**config.mk**
```make
export PLATFORM = sky130hd
export DESIGN_NAME = sipo_rx_ctrl_flat
export DESIGN_NICKNAME = d
export VERILOG_FILES = /design/src/rtl/sipo_rx_ctrl_pkg.sv /design/src/rtl/sipo_rx_ctrl_if.sv /design/src/rtl/sipo_reg.sv /design/src/rtl/sipo_rx_ctrl.sv /design/src/flat_wrapper.sv
export SDC_FILE = /design/constraint.sdc
export NUM_CORES = 1
export LEC_CHECK = 0
export ABC_CLOCK_PERIOD_IN_PS = 1450
export CAP_MARGIN = 20
export CORE_ASPECT_RATIO = 0.6
export CORE_MARGIN = 8
export CORE_UTILIZATION = 48
export DETAILED_ROUTE_END_ITERATION = 10
export PLACE_DENSITY = 0.76
export SLEW_MARGIN = 20
export SYNTH_ARGS = -nofsm -noshare
export SYNTH_HDL_FRONTEND = slang
export SYNTH_SLANG_ARGS = --single-unit
```
**constraint.sdc**
```tcl
create_clock -name clk_i -period 1.45 [get_ports clk_i]
set_input_delay 0.29 -clock clk_i [delete_from_list [all_inputs] [get_ports clk_i]]
set_output_delay 0.29 -clock clk_i [all_outputs]
set_load 0.005 [all_outputs]
```
**src/rtl/sipo_rx_ctrl_pkg.sv**
```systemverilog
// Shared SPI-style shift types: FSM state codes, shift-register op codes and a clog2 helper.
// Used by the receive controller and by the transmit side.
package sipo_rx_ctrl_pkg;

    typedef enum logic [1:0] {
        ST_IDLE  = 2'b00,
        ST_SHIFT = 2'b01,
        ST_DONE  = 2'b10
    } state_t;

    typedef enum logic [1:0] {
        OP_HOLD  = 2'b00,
        OP_CLEAR = 2'b01,
        OP_SHIFT = 2'b10
    } sr_op_t;

    function automatic int clog2(input int value);
        int result;
        result = 0;
        for (int v = value - 1; v > 0; v = v >> 1) begin
            result = result + 1;
        end
        return result;
    endfunction

endpackage

```
**src/rtl/sipo_rx_ctrl_if.sv**
```systemverilog
// Frame receiver bus: request/tick/data in, select/status/word out.
// SIPO_RX_OVERRUN_EN adds the sticky overrun flag ovr_o.
interface sipo_rx_ctrl_if #(
    parameter int Width = 16
);
    logic             start_i;
    logic             sample_i;
    logic             din_i;
    logic             cs_n_o;
    logic             busy_o;
    logic             valid_o;
    logic [Width-1:0] dout_o;
`ifdef SIPO_RX_OVERRUN_EN
    logic             ovr_o;

    modport master (output start_i, sample_i, din_i,
                    input  cs_n_o, busy_o, valid_o, dout_o, ovr_o);
    modport slave  (input  start_i, sample_i, din_i,
                    output cs_n_o, busy_o, valid_o, dout_o, ovr_o);
`else
    modport master (output start_i, sample_i, din_i,
                    input  cs_n_o, busy_o, valid_o, dout_o);
    modport slave  (input  start_i, sample_i, din_i,
                    output cs_n_o, busy_o, valid_o, dout_o);
`endif
endinterface

```
**src/rtl/sipo_reg.sv**
```systemverilog
// Width-bit MSB-first shift register (hold/clear/shift-left), one clock per op.
// No backpressure: the op is applied on every clock edge.
module sipo_reg
    import sipo_rx_ctrl_pkg::*;
#(
    parameter int Width = 16
) (
    input  logic             clk_i,
    input  logic             rst_i,
    input  sr_op_t           op_i,
    input  logic             din_i,
    output logic [Width-1:0] q_o
);

    always_ff @(posedge clk_i) begin
        if (rst_i) begin
            q_o <= '0;
        end else begin
            case (op_i)
                OP_CLEAR: q_o <= '0;
                OP_SHIFT: q_o <= {q_o[Width-2:0], din_i};
                default:  q_o <= q_o;
            endcase
        end
    end

endmodule

```
**src/rtl/sipo_rx_ctrl.sv**
```systemverilog
// Serial frame receiver: cs_n_o falls 1 clk after start, valid_o pulses 1 clk after the last tick.
// No backpressure; start_i while busy is dropped (flagged on ovr_o under SIPO_RX_OVERRUN_EN).
module sipo_rx_ctrl
    import sipo_rx_ctrl_pkg::*;
#(
    parameter int Width = 16
) (
    input  logic          clk_i,
    input  logic          rst_i,
    sipo_rx_ctrl_if.slave bus
);

    localparam int CntW = clog2(Width + 1);

    state_t           state;
    logic [CntW-1:0]  cnt;
    sr_op_t           sr_op;
    logic [Width-1:0] sr_q;
    logic [Width-1:0] next_word;
    logic             cs_n_q;
    logic             busy_q;
    logic             valid_q;
    logic [Width-1:0] dout_q;

    always_comb begin
        sr_op = OP_HOLD;
        if (state == ST_IDLE && bus.start_i) begin
            sr_op = OP_CLEAR;
        end else if (state == ST_SHIFT && bus.sample_i) begin
            sr_op = OP_SHIFT;
        end
    end

    // The final bit is folded in directly so dout_q lands on the same edge as the last shift.
    assign next_word = {sr_q[Width-2:0], bus.din_i};

    sipo_reg #(.Width(Width)) u_sipo_reg (
        .clk_i (clk_i),
        .rst_i (rst_i),
        .op_i  (sr_op),
        .din_i (bus.din_i),
        .q_o   (sr_q)
    );

    always_ff @(posedge clk_i) begin
        if (rst_i) begin
            state   <= ST_IDLE;
            cnt     <= '0;
            cs_n_q  <= 1'b1;
            busy_q  <= 1'b0;
            valid_q <= 1'b0;
            dout_q  <= '0;
        end else begin
            case (state)
                ST_IDLE: begin
                    valid_q <= 1'b0;
                    if (bus.start_i) begin
                        cnt    <= CntW'(Width);
                        state  <= ST_SHIFT;
                        cs_n_q <= 1'b0;
                        busy_q <= 1'b1;
                    end
                end
                ST_SHIFT: begin
                    if (bus.sample_i) begin
                        cnt <= cnt - CntW'(1);
                        if (cnt == CntW'(1)) begin
                            dout_q  <= next_word;
                            valid_q <= 1'b1;
                            cs_n_q  <= 1'b1;
                            state   <= ST_DONE;
                        end
                    end
                end
                ST_DONE: begin
                    state   <= ST_IDLE;
                    valid_q <= 1'b0;
                    busy_q  <= 1'b0;
                    cs_n_q  <= 1'b1;
                end
                default: begin
                    state   <= ST_IDLE;
                    cnt     <= '0;
                    cs_n_q  <= 1'b1;
                    busy_q  <= 1'b0;
                    valid_q <= 1'b0;
                    dout_q  <= '0;
                end
            endcase
        end
    end

    assign bus.cs_n_o  = cs_n_q;
    assign bus.busy_o  = busy_q;
    assign bus.valid_o = valid_q;
    assign bus.dout_o  = dout_q;

`ifdef SIPO_RX_OVERRUN_EN
    logic ovr_q;

    // Accepting a new frame clears the flag and takes priority over a same-edge set.
    always_ff @(posedge clk_i) begin
        if (rst_i) begin
            ovr_q <= 1'b0;
        end else if (state == ST_IDLE && bus.start_i) begin
            ovr_q <= 1'b0;
        end else if (bus.start_i && busy_q) begin
            ovr_q <= 1'b1;
        end
    end

    assign bus.ovr_o = ovr_q;
`endif

endmodule
```
**src/flat_wrapper.sv**
```systemverilog
// flat-port wrapper written by rule: the top's interface ports become plain ports
module sipo_rx_ctrl_flat import sipo_rx_ctrl_pkg::*;
#(
    parameter int Width = 16
)
  (clk_i, rst_i, bus_start_i, bus_sample_i, bus_din_i, bus_cs_n_o, bus_busy_o, bus_valid_o, bus_dout_o);
  sipo_rx_ctrl_if #(.Width(Width)) bus_i ();
  input  logic clk_i;
  input  logic rst_i;
  input wire logic [$bits(bus_i.start_i)-1:0] bus_start_i;
  input wire logic [$bits(bus_i.sample_i)-1:0] bus_sample_i;
  input wire logic [$bits(bus_i.din_i)-1:0] bus_din_i;
  output wire logic [$bits(bus_i.cs_n_o)-1:0] bus_cs_n_o;
  output wire logic [$bits(bus_i.busy_o)-1:0] bus_busy_o;
  output wire logic [$bits(bus_i.valid_o)-1:0] bus_valid_o;
  output wire logic [$bits(bus_i.dout_o)-1:0] bus_dout_o;
  assign bus_i.start_i = bus_start_i;
  assign bus_i.sample_i = bus_sample_i;
  assign bus_i.din_i = bus_din_i;
  assign bus_cs_n_o = bus_i.cs_n_o;
  assign bus_busy_o = bus_i.busy_o;
  assign bus_valid_o = bus_i.valid_o;
  assign bus_dout_o = bus_i.dout_o;
  sipo_rx_ctrl #(.Width(Width)) u_core (.clk_i(clk_i), .rst_i(rst_i), .bus(bus_i));
endmodule
```
---- Word level (Yosys, flattened, before mapping) ----
Cells that the tools add are included.
storage, ports and cells
  register bits ........................... 41
  bits in latches ......................... 0
  RAM bits ................................ 0
  memory bits (read-only) ................. 0
  bits of input ports ..................... 5
  output and inout bits ................... 19
  word-level logic and storage cells ...... 49
  memories ................................ 0
cells by class
  $add $sub $neg .......................... 1
  multipliers ............................. 0
  div/mod/pow operators ................... 0
  $lt $le $gt $ge ......................... 0
  equality and inequality tests ........... 8
  shifts and indexed selects .............. 0
  mux-type cells .......................... 19
  bitwise gates (word level) .............. 3
  reductions and logical operators ........ 11
operators with widths
  cell                                                  count
  2-to-1 mux 16 bit                                     2
  case mux 16 bit (2 select lines)                      1
  case mux 15 bit (2 select lines)                      1
  case mux 5 bit (3 select lines)                       1
  2-to-1 mux 2 bit                                      5
  2-to-1 mux 5 bit                                      2
  AND reduction 3 bit                                   3
  inequality test 2 bit (second input constant)         3
  equality test 5 x 1 -> 1 bit (second input constant)  1
  subtractor 5 x 1 -> 5 bit (second input constant)     1
  equality test 2 x 1 -> 1 bit (second input constant)  2
  equality test 2 bit (second input constant)           2
  2-to-1 mux 1 bit                                      4
  case mux 1 bit (2 select lines)                       2
  case mux 2 bit (2 select lines)                       1
  AND reduction 2 bit                                   2
  OR reduction 2 bit                                    2
  NOT 1 bit                                             3
  logical AND 1 bit                                     2
  zero test 2 bit                                       1
  nonzero test 2 bit                                    1

---- Longest topological paths before layout ----
  word-level depth ........................ 6
  depth in mapped cells ................... 7
  mapped depth without buffers ............ 6

---- Modules after synthesis ----
Synthesis repeated with hierarchy kept, for this count alone.
second synthesis, totals
  cells, all modules ...................... 217
  area, all modules ....................... 2021.9 µm²
modules (own cells, without submodules)
  module        instances  cells each  area each (µm²)  sequential area each (µm²)
  sipo_rx_ctrl  1          144         1366.3           520.5
  sipo_reg      1          73          655.6            320.3

---- Worst setup path before layout ----
Ideal clock, no wire load.
  path type ............................... flip-flop to flip-flop
  start ................................... register u_core.cnt[1]
  end ..................................... register u_core.dout_q[10], in the netlist u_core.bus.dout_o[10]
  setup time .............................. 0.095 ns
  data arrival time ....................... 1.325 ns
  data required time ...................... 1.355 ns
  setup slack ............................. 0.030 ns
  cell stages (with the launch flop) ...... 8
  buffers on the path ..................... 1
  clock period less this slack ............ 1.420 ns
  path through ............................ dfxtp_1 inv_1 ha_1 nand2_1 nor4_4 buf_6 or4_1 o311ai_1
between the ends
  longest elaborated chain between the ends .. 3
RTL lines
  what                             RTL line            source
  from (decl)                      sipo_rx_ctrl.sv:16  logic [CntW-1:0] cnt;
  from (signal assigned)           sipo_rx_ctrl.sv:58  cnt <= CntW'(Width);
  from (signal assigned)           sipo_rx_ctrl.sv:66  cnt <= cnt - CntW'(1);
  equality test 5 x 1 -> 1 bit     sipo_rx_ctrl.sv:67  if (cnt == CntW'(1)) begin
  inequality test 2 bit (no line)  --
  AND reduction 3 bit (no line)    --
  to (signal assigned)             sipo_rx_ctrl.sv:68  dout_q <= next_word;
  to (decl)                        sipo_rx_ctrl.sv:23  logic [Width-1:0] dout_q;
Every way passes these cells.
A chain may end at the register's enable or synchronous reset.

---- Final worst setup path ----
  start ................................... register u_core.cnt[1]
  end ..................................... register u_core.dout_q[13], in the netlist u_core.bus.dout_o[13]
Same word-level chain as after synthesis.

==> reports/qor.txt <==
========================================================================================
CORE AREA                                                                    0.00364 mm²
Final slew viol count                                                                  0
Number of unique standard cell types used by synthesis                                38
Gr usage total                                                                     0.132
Startpoint of the worst register-to-register path                           u_core.cnt[1]
TritonCTS buffer count                                                                 5
Hold Vio Cnt, Final                                                                    0
Tcrit/Tclk final                                                                   0.981
Insertion delay of the later-clocked pin in the worst-skew pair                  0.29 ns
Filler cell count in the final layout                                                308
Cell at the slowest stage of the critical path                                   dfxtp_2
Cell Area, Synth                                                             0.00181 mm²
Detailed Route Iter0 Violations                                                      124
Post-synthesis average cell area                                                9.48 µm²
Weighted congestion at the end of routability-driven global placement              0.802
Fraction of final layout cells sized beyond drive strength 1                       0.259
Proportion of power drawn by the clock network                                     0.353
Fraction of synthesized cell area in xor and xnor cells                          0.00484
Clock sink count                                                                      41
Type of the tightest min-delay check                                        flip-flop to flip-flop
Diodes inserted                                                                        0
Count of input and output buffers                                                     23
Number of antenna violations at the first check in global routing                      0
Cell-internal power                                                              1650 µW
CTS H-Tree Depth                                                                       2
Vias in the first global route                                                      1328
Initial core utilization                                                           0.498
Global-route wire length before repair                                           6520 µm
Proportion of total power due to net switching                                     0.248
Die area                                                                     0.00606 mm²
Type of the setup path with the least slack                                 flip-flop to flip-flop
Critical Path Source Type                                                      flip-flop
Fraction of the mapped netlist area in simple logic gates                          0.233
HPWL after DPL                                                                   2810 µm
Final setup violation count                                                            0
Commonest non-fill, non-tap cells in the layout                             dfxtp_1 (32), nor2_1 (26), a22oi_1 (16)
Clock transition at the registers of the reported paths                          0.08 ns
Final ANT Viol Nets                                                                    0
Post-route DRC                                                                         0
Die Ht                                                                           63.6 µm
Top cell type by total area after synthesis                                      dfxtp_1
Max Root-Sink Buffers                                                                  2
Max_cap viols                                                                          0
Total power of the final layout                                                  2190 µW
Mapped Cells                                                                         191
Area share of the largest cell type after synthesis                                0.453
Most frequent cell on the critical path                                            buf_6
Adder-cell area share of the yosys netlist                                        0.0138
Static Leakage                                                               0.000912 µW
Fmax                                                                           0.703 GHz
Result of the run                                                           finished clean
Main area contributors after synthesis                                      dfxtp_1 (45%), a22oi_1 (6.6%), nor2_1 (5.4%), or4_1 (4.6%), o311ai_1 (4.4%)
Slew headroom                                                                      0.791
Register-to-register path setup slack                                            0.03 ns
Die Width                                                                        95.3 µm
Drt total wl                                                                     4000 µm
Fraction of synthesized area in multiplexers                                      0.0111
Min Tclk post-route                                                              1.42 ns
Clk_skew                                                                      0.00698 ns
Ports                                                                                 24
Setup repair after global routing missed its margin                                 true
Drt via density                                                                     5.43
Clock tree from TritonCTS                                                            yes
Crit path largest cell delay                                                     0.33 ns
Buffer and inverter count on the worst path                                            3
Worst R2R End                                                               u_core.bus.dout_o[13]
Layout-stage area growth over the synthesis result                                 29.6%
Crit path capture type                                                         flip-flop
Comb pwr share                                                                     0.114
Average detailed-routed wire length per instance                                 14.6 µm
Remaining Overflow, GRT                                                                0
Overall via count from detail_route                                                 1494
Nets@finish                                                                          234
IR drop worst, VDD                                                              0.541 mV
Number of storage elements in the synthesis netlist                                   41
Worst hold endpoint                                                         u_core.bus.dout_o[15]
Category of cells accounting for the largest share of critical-path delay   simple AND/OR/NAND/NOR gates
Tightest Pin Transition                                                         0.314 ns
Hold path startpoint                                                        u_core.u_sipo_reg.q_o[14]
Multi-input combinational cell area                                              870 µm²
NetSw                                                                             543 µW
Dominant combinational cell family by area after synthesis                  simple AND/OR/NAND/NOR gates
Flop pwr share                                                                     0.533
Part of the Yosys area used for sequential elements                                0.453
Cell chain of the critical path                                             inv_2, ha_4, buf_6, nand4b_4, buf_6, nor3_4, a22oi_1, nor2_1
FF+latch area                                                                    832 µm²
Core Util, Final                                                                   0.645
Power density relative to cell area                                           933 mW/mm²
Crit path required time                                                          1.68 ns
Arrival time reported for the critical path endpoint                             1.65 ns
Number of cells traversed by the worst hold path                                       2
Most common cell after layout, fill and taps aside                               dfxtp_1
Clock tree root driver cell                                                     clkbuf_8
Area fraction in compound gates after synthesis                                    0.185
Number of nets produced by synthesis                                                 198
Critical path fanouts, max                                                             4
Largest net degree at the start of global routing                                     28
Yosys warning total                                                                    0
Count of cells along the worst register-to-register path                               8
Number of placement rows                                                              17
First-pass iteration count of the detailed router                                      4
========================================================================================
-- power groups by stage --
stage | registers [µW] | logic, µW | clock network (µW)
global route | 1170 | 273 | 860
CTS | 1170 | 235 | 808
floorplan | 1190 | 161 | 0
global placement | 1190 | 232 | 0
finish | 1170 | 249 | 773
detailed placement | 1190 | 233 | 0
-- worst register-to-register path: stages (launching register included) --
cell and delay (ns):
dfxtp_2 0.33, inv_2 0.07, ha_4 0.14, buf_6 0.09
nand4b_4 0.14, buf_6 0.17, nor3_4 0.22, a22oi_1 0.12
nor2_1 0.09
-- repair_timing --
action	CTS	global route
endpoints found under the setup margin	15	26
hold buffers	0	0
pin swaps	0	5
buffers inserted	0	2
gates resized for setup	8	29
endpoints found under the hold margin	0	0
-- metal layers --
layer	vias to the layer above	global-route usage	part of all wire
met5	-	0	0
met2	33	0.184	0.43
met1	702	0.188	0.50
met3	0	0.0437	0.072
met4	0	0.0290	0
li1	759	-	-
-- cells in the mapped netlist --
master	instances
dfxtp_1	41
nor2_1	26
a22oi_1	16
inv_1	14
nand3_1	11
or4_1	11
nand2_1	10
o311ai_1	9
a21oi_1	6
buf_6	6
buf_2	5
o21ai_0	4
clkbuf_1	2
ha_1	2
mux2i_1	2
nor3_1	2
nor3b_1	2
o311ai_0	2
a211oi_1	1
a21boi_0	1
a21o_1	1
a21o_2	1
a32oi_1	1
and2_1	1
buf_12	1
buf_4	1
nand2b_1	1
nand2b_4	1
nand3b_1	1
nand4b_4	1
nor2_4	1
nor2b_2	1
nor3_4	1
nor4_4	1
o21a_1	1
o2bb2a_4	1
or2_4	1
xnor2_1	1
-- state kept, by name, indices dropped and copies added, names as in the netlist --
| name | cells |
|---|---|
| u_core.bus.dout_o | 16 |
| u_core.u_sipo_reg.q_o | 15 |
| u_core.cnt | 5 |
| u_core.state | 2 |
| u_core.bus.busy_o | 1 |
| u_core.bus.cs_n_o | 1 |
| u_core.bus.valid_o | 1 |
-- cell type report --
type,instances,share of cell area
Clock buffer,6,0.0352
Timing Repair Buffer,44,0.186
Clock inverter,2,0.00587
Tap cell,47,0.0251
Inverter,14,0.0224
Multi-Input combinational cell,121,0.371
Sequential cell,41,0.355
-- kinds of logic (layout without fill, tap and decap cells) --
logic type | after synthesis | in the layout
and+or+nand+nor | 72 | 72
AOI/OAI and AO/OA | 44 | 44
DFF | 41 | 41
adders and majority gates | 2 | 2
muxes | 2 | 2
xor gates and xnor gates | 1 | 1
buffers and inverters | 29 | 66
-- through the flow --
step	worst slack, ns	cells	hold WS (ns)	setup TNS, ns	cell area (µm²)
3_3_place_gp	-0.299	265	0.440	-7.97	2140
2_1_floorplan	0.0300	191	0.432	0	1810
5_1_grt	-0.0647	275	0.467	-0.206	2350
3_5_place_dp	-0.350	265	0.446	-8.90	2140
4_1_cts	0.00427	273	0.458	0	2240
6_report	0.0270	275	0.453	0	2350
-- worst max path at each step --
stage                               from                     to  slack (ns)  depth (start not counted)
floorplan                  u_core.cnt[1]  u_core.bus.dout_o[10]        0.03                          7
finish                     u_core.cnt[1]  u_core.bus.dout_o[13]        0.03                          8
global placement            bus_sample_i   u_core.bus.dout_o[9]       -0.30                          6
CTS                 u_core.bus.dout_o[0]          bus_dout_o[0]       0.004                          1
global route               u_core.cnt[1]  u_core.bus.dout_o[13]       -0.06                          8
detailed placement          bus_sample_i  u_core.bus.dout_o[11]       -0.35                          6
No activity file was read; power rests on OpenSTA's default activity.
